`src/rtl/seq_min_sort.sv`:
```
// seq_min_sort: loads a batch of M words of N bits in one handshake and then
// streams the participating words out one per cycle in ascending (or
// descending) order. Each output element carries the word's original index.
// Each selection is an MSB-to-LSB bit-slice elimination over the words that
// have not yet been emitted. Ties go to the lowest index, so equal words keep
// their input order.
//
// Valid/ready semantics (both the batch input and the element output):
// a transfer happens on a rising clock edge where valid and ready are both 1.
// The producer holds valid and its payload stable until that edge. The
// consumer may change ready freely. Valid never depends combinationally on
// ready.
//
// Ports:
//   i_clk, i_rst_n  clock, asynchronous active-low reset
//   i_valid/o_ready batch handshake; i_data (word k = i_data[k]), i_mask, i_desc
//   o_valid/i_ready element handshake; o_data, o_idx, o_last
//   o_busy          a batch is being emitted (state SORT)
//   o_state         debug view of the FSM state (0 = IDLE, 1 = SORT)
module seq_min_sort #(
  parameter int M = 8,
  parameter int N = 16,
  localparam int IW = $clog2(M)
) (
  input  logic                i_clk,
  input  logic                i_rst_n,
  input  logic                i_valid,
  output logic                o_ready,
  input  logic [M-1:0][N-1:0] i_data,
  input  logic [M-1:0]        i_mask,
  input  logic                i_desc,
  output logic                o_valid,
  input  logic                i_ready,
  output logic [N-1:0]        o_data,
  output logic [IW-1:0]       o_idx,
  output logic                o_last,
  output logic                o_busy,
  output logic                o_state
);

  typedef enum logic {
    IDLE = 1'b0,
    SORT = 1'b1
  } state_t;

  state_t               state_q;
  logic [M-1:0][N-1:0]  data_q;
  logic                 desc_q;
  logic [M-1:0]         act_q;

  logic [M-1:0]         hit;
  logic [M-1:0]         col;
  logic [IW-1:0]        sel;
  logic                 last;

  // Bit-slice elimination. In descending mode each word is compared in
  // inverted form, so the minimum of ~w is the maximum of w. A slice that is
  // uniform over the surviving set cannot separate them and is skipped.
  always_comb begin
    hit = act_q;
    col = '0;
    for (int j = N - 1; j >= 0; j--) begin
      for (int k = 0; k < M; k++) begin
        col[k] = data_q[k][j] ^ desc_q;
      end
      if ((|(hit & col)) && (|(hit & ~col))) begin
        hit = hit & ~col;
      end
    end
    // Lowest surviving index wins, which keeps equal words in input order.
    sel = '0;
    for (int k = M - 1; k >= 0; k--) begin
      if (hit[k]) begin
        sel = IW'(k);
      end
    end
  end

  // Exactly one active word remains.
  assign last = (act_q != '0) && ((act_q & (act_q - M'(1))) == '0);

  assign o_state = state_q;
  assign o_ready = (state_q == IDLE);
  assign o_busy  = (state_q == SORT);
  assign o_valid = (state_q == SORT);
  assign o_data  = o_valid ? data_q[sel] : '0;
  assign o_idx   = o_valid ? sel : '0;
  assign o_last  = o_valid & last;

  always_ff @(posedge i_clk or negedge i_rst_n) begin
    if (!i_rst_n) begin
      state_q <= IDLE;
      data_q  <= '0;
      desc_q  <= 1'b0;
      act_q   <= '0;
    end else begin
      case (state_q)
        IDLE: begin
          if (i_valid) begin
            data_q <= i_data;
            desc_q <= i_desc;
            act_q  <= i_mask;
            // An empty mask is accepted but produces no output.
            if (i_mask != '0) begin
              state_q <= SORT;
            end
          end
        end
        SORT: begin
          if (i_ready) begin
            act_q[sel] <= 1'b0;
            if (last) begin
              state_q <= IDLE;
            end
          end
        end
        default: state_q <= IDLE;
      endcase
    end
  end

endmodule

```
`config.mk`:
```
export PLATFORM = sky130hd
export DESIGN_NAME = seq_min_sort
export DESIGN_NICKNAME = d
export VERILOG_FILES = /design/src/rtl/seq_min_sort.sv
export SDC_FILE = /design/constraint.sdc
export NUM_CORES = 1
export LEC_CHECK = 0
export ABC_AREA = 1
export ABC_CLOCK_PERIOD_IN_PS = 13500
export CAP_MARGIN = 10
export CORE_MARGIN = 3
export CORE_UTILIZATION = 65
export DETAILED_ROUTE_END_ITERATION = 6
export DONT_BUFFER_PORTS = 1
export GPL_TIMING_DRIVEN = 0
export PLACE_DENSITY = 0.81
export SLEW_MARGIN = 15
export SYNTH_ARGS = -nofsm -noshare
export SYNTH_HDL_FRONTEND = slang
export SYNTH_SLANG_ARGS = --single-unit
```
`constraint.sdc`:
```
create_clock -name i_clk -period 13.5 [get_ports i_clk]
set_input_delay 2.025 -clock i_clk [delete_from_list [all_inputs] [get_ports i_clk]]
set_output_delay 2.025 -clock i_clk [all_outputs]
set_load 0.01 [all_outputs]
```
* After elaboration in Yosys (flattened, before gate mapping)
Index checks and enable logic that the tools add are counted.
Cells by class: $add $sub $neg 1, bitwise operators 181, equal/unequal tests 2, $lt $le $gt $ge 2, reductions and logical operators 55, muxes and demuxes 38
Operator list (count):
- $and A8 B8 Y8 | 34
- $reduce_or A8 Y1 | 32
- $mux W8 | 18
- $not A8 Y8 | 17
- $xor A1 B1 Y1 | 128
- $bmux W16 S3 | 1
- $mux W16 | 2
- $mux W3 | 9
- $logic_and A1 B1 Y1 | 18
- $pmux W8 S2 | 1
- $reduce_bool A8 Y1 | 2
- $logic_not A8 Y1 | 1
- $sub A8 B1 Y8 const B | 1
- $mux W1 | 5
- $lt A3 B4 Y1 const B | 1
- $ne A2 B2 Y1 const B | 2
- $reduce_and A2 Y1 | 2
- $demux W1 S3 | 1
- $ge A3 B1 Y1 const B | 1
- $pmux W1 S2 | 1
- $and A1 B1 Y1 | 1
- $not A1 Y1 | 1
Storage, ports and cells: register bits 138, input bits 141, word-level logic and storage cells 290, output and inout bits 24

* Depth between registers and ports, before layout
word-level depth 82, depth in mapped cells 129

* Least setup slack after synthesis
OpenSTA, ideal clock, no wires.
path type reg2out, start register desc_q, end output o_data[0], slack 1.873 ns, data required time 11.475 ns, buffers on the path 2, data arrival time 9.602 ns, cell stages (with the launch flop) 126, cell sequence dfrtp_1 buf_4 nand2_1 nand2_1 nand2_1 nand2_1 nor2_1 nand2_2 nand2_4 nand2_1 nand2_1 nand2_1 nand2_1 nor2_1 nand2_1 nand2_4 nand2_1 nand2_1 (+90 left out) nand2_1 nand2_1 nand2_1 nor2_2 nand2_2 nand2_4 nand2_1 nand2_1 nor2_4 nand2_4 nor2_4 nor2_4 buf_6 nand4_1 nand2_1 nor2_1 nand2_1 nor2_1
Between the ends: longest elaborated chain between the ends 77, elaborated cells on any way between the ends 251, classes of those cells mux: 27; bitwise: 176; reduce/logical: 48
RTL lines:
- from (decl) | RTL line 48 | logic desc_q;
- from (signal assigned) | RTL line 101 | desc_q <= i_desc;
- $xor A1 B1 Y1 | RTL line 64 | col[k] = data_q[k][j] ^ desc_q;
- $not A8 Y8 | RTL line 66, 67
- $and A8 B8 Y8 | RTL line 66, 67
- $reduce_or A8 Y1 | RTL line 66 | if ((|(hit & col)) && (|(hit & ~col))) begin
- $logic_and A1 B1 Y1 | RTL line 66
- $mux W8 | RTL line 66
- $and A8 B8 Y8, on equally long branches | RTL line 66, 67
- $reduce_or A8 Y1 | RTL line 66
- (+55 left out)
- $reduce_or A8 Y1 | RTL line 66
- $logic_and A1 B1 Y1 | RTL line 66
- $mux W8 (*) | RTL line 66
- $mux W3 (7 in a row) | RTL line 73 | if (hit[k]) begin
- $mux W3 (*) | RTL line 73
- $bmux W16 S3 (*) | RTL line 86 | assign o_data = o_valid ? data_q[sel] : '0;
- $mux W16 (not written as such) (*) | RTL line 86
- $mux W16 (*) | RTL line 86
- to (decl) | RTL line 34 | output logic [N-1:0] o_data,
Every way passes the cells marked *; elsewhere a longest branch is shown, timed or not. The select of a mux whose other input is x is not followed.

* Worst setup path after layout
Same ends and word-level chain as after synthesis.

==> metrics.txt <==
largest net degree at the start of global routing=between 100 and 150; core area=between 15000 and 20000 um2; IO Count=165; total congestion overflow=0; slowest library cell on the worst path=dfrtp_2; clock skew=0.00893 ns; measured slew at the worst slew-check pin=approximately 1.1 ns; RSZ-0062 raised after global routing=true; Worst Path Required=about 11 ns; Critical Path Max Stage Delay=roughly 0.44 ns; routability congestion estimate=0.972; max-slew violations=0; Hold Vio Cnt, Final=0; first-pass GRT wire length=about 68000 um; Final Setup Violations=19; DIE AREA=20000 um2; final worst path period need=roughly 15 ns; status=finished, violations left; hpwl dp=slightly above 30000 um; Worst path most repeated cell=nand2_2; setup_tns=-23.57 ns; synth unique cells=33; Post-Synthesis Cells=approximately 2000; Slew HR=0.252; final hold slack=roughly 0.54 ns; Seq/Total Area, Yosys=0.290; PortBufs=0; share of cells above drive strength 1=0.292; Post-synth EDFFs=0; via count=14315; Setup crit end kind=primary output; Fmax=about 67 MHz; Avg WL per Cell=21.2 um; CP arrival=12.88 ns; R2R setup slack=between 0.9 and 1 ns; vias per inst=approximately 6.2; die width=between 100 and 150 um; antenna violations before repair=3; final wirelength=a little under 50000 um; Max-Cap Viols=0; Filler cells=roughly 1100; Initial Util=0.677; synthesis-stage register bit count=approximately 140; top_reg_cell synth=dfrtp_1; CP max FO=8; startpoint types=flop; hold buffer count at CTS=0; Die Height=141 um; row cnt=between 40 and 50; Nets=around 2200; period utilization=1.10; fin worst setup slack=-1.40 ns; share of the synthesized area in the top cell type=0.293; CTS clk-pin slew, worst paths=0.07 ns; mapped cell area=around 12000 um2; Routed Antenna Nets=0; Yosys warning count=0; clk sinks=about 140; failing checks=DRC, setup timing; cts bufs inserted=17; clk root buf=clkbuf_16; Syn Nets=about 2100; synthesis-to-finish area growth=25.7%; main area contributors after synthesis=nand2_1, dfrtp_1, xnor2_1; H-tree levels=4; GRT Resource Usage Total=0.441; Detailed Route Iter0 Violations=roughly 2000; Clock Path Buffers=2; ys async rst share=1.00; clk_lat worst skew=0.45 ns; Avg Inst Size Synth=~6.0 um2; CTS tree=built; Pre-antenna DRT Iters=7; drt drc=18; HP Class=flop to flop; CP Class=flop to primary output; number of global-route vias before repair=approximately 13000; largest area contributor in the netlist=nand2_1
## final timing paths
path                                   startpoint  cells past startpoint                endpoint
setup / recovery               desc_q$_DFFE_PN0P_                    128               o_data[0]
hold / removal             data_q[23]$_DFFE_PN0P_                      2  data_q[23]$_DFFE_PN0P_
setup reg to reg               desc_q$_DFFE_PN0P_                    124    act_q[0]$_DFFE_PN0P_
hold reg to reg            data_q[23]$_DFFE_PN0P_                      2  data_q[23]$_DFFE_PN0P_
max in group asynchronous                 i_rst_n                      0   data_q[8]$_DFFE_PN0P_
min in group asynchronous                 i_rst_n                      0    act_q[0]$_DFFE_PN0P_
## worst max-delay path, delay by kind of cell, from the launching register on
kind                   cells  cell delay (ns)
AND/OR/NAND/NOR          122            11.24
buffers and inverters      6             0.73
flip-flops                 1             0.44
## through the flow
step           setup slack [ns]   util  std cells  instance area, um2
3_5_place_dp             -0.513  0.693       2195               12200
5_1_grt                   -2.20  0.851       2314               15000
4_1_cts                  -0.299  0.802       2287               14100
2_1_floorplan              1.87      -       1970               11900
6_report                  -1.40  0.851       2314               15000
3_3_place_gp             -0.175  0.693       2195               12200
## layer usage
metal	GRT usage	wire length, um	vias up
met2	0.661	20800	1186
met1	0.541	16800	6539
met3	0.150	7160	353
li1	-	-	6235
met5	0	13	-
met4	0.286	4130	2
## flip-flops by register name, summed over array words and instances (netlist names)
signal and cells:
act_q 8, data_q 128, desc_q 1, o_busy 1
## cell usage after synthesis, drive strengths merged (7+ instances only)
| master | number |
|---|---|
| nand2 | 996 |
| inv | 221 |
| nor2 | 145 |
| dfrtp | 138 |
| xnor2 | 120 |
| nand3 | 99 |
| o21ai | 89 |
| buf | 45 |
| nand4 | 43 |
| clkbuf | 29 |
| o22ai | 12 |
| nand3b | 9 |
| a21oi | 7 |
## cell families after synthesis
group,count (synthesis),synth area share
AND/OR/NAND/NOR,1298,0.460
buffers and inverters,295,0.108
flip-flops,138,0.290
XOR/XNOR,120,0.0882
AO/OA/AOI/OAI,119,0.0541
## what timing repair did
item                                   4_1_cts  5_1_grt
buffers inserted                            55       24
setup endpoints to repair                   19       19
pin swaps                                   60      105
cloned                                       5        1
endpoints found under the hold margin        0        0
resized for setup                          242      214
## placed cells by master, fill, tap and decap left out, types with 22 or more instances in the layout
| master | synthesis | final |
|---|---|---|
| nand2_1 | 929 | 654 |
| nand2_2 | 49 | 291 |
| inv_1 | 218 | 218 |
| dfrtp_1 | 138 | 137 |
| xnor2_1 | 120 | 120 |
| o21ai_0 | 88 | 88 |
| buf_4 | 15 | 87 |
| nand3_1 | 98 | 82 |
| nor2_1 | 129 | 76 |
| nor2_2 | 12 | 54 |
| nand2_4 | 18 | 46 |
| nand4_1 | 43 | 43 |
| clkbuf_1 | 29 | 30 |
| buf_6 | 14 | 22 |
## area by class of cell
cell class                 instances  area [um2]  share of cell area
inverter                         221         830              0.0554
timing repair buffer              84         743              0.0496
clock inverter                    13         194              0.0130
tap                              225         282              0.0188
sequential                       138        3450               0.231
multi-input combinational       1538        8460               0.565
antenna                            2        5.00            0.000334
clock buffer                      19         443              0.0296
buffer                            74         569              0.0380
Power is not shown: default switching activity piles up to over one toggle a cycle in this logic, so the estimate is an artifact.
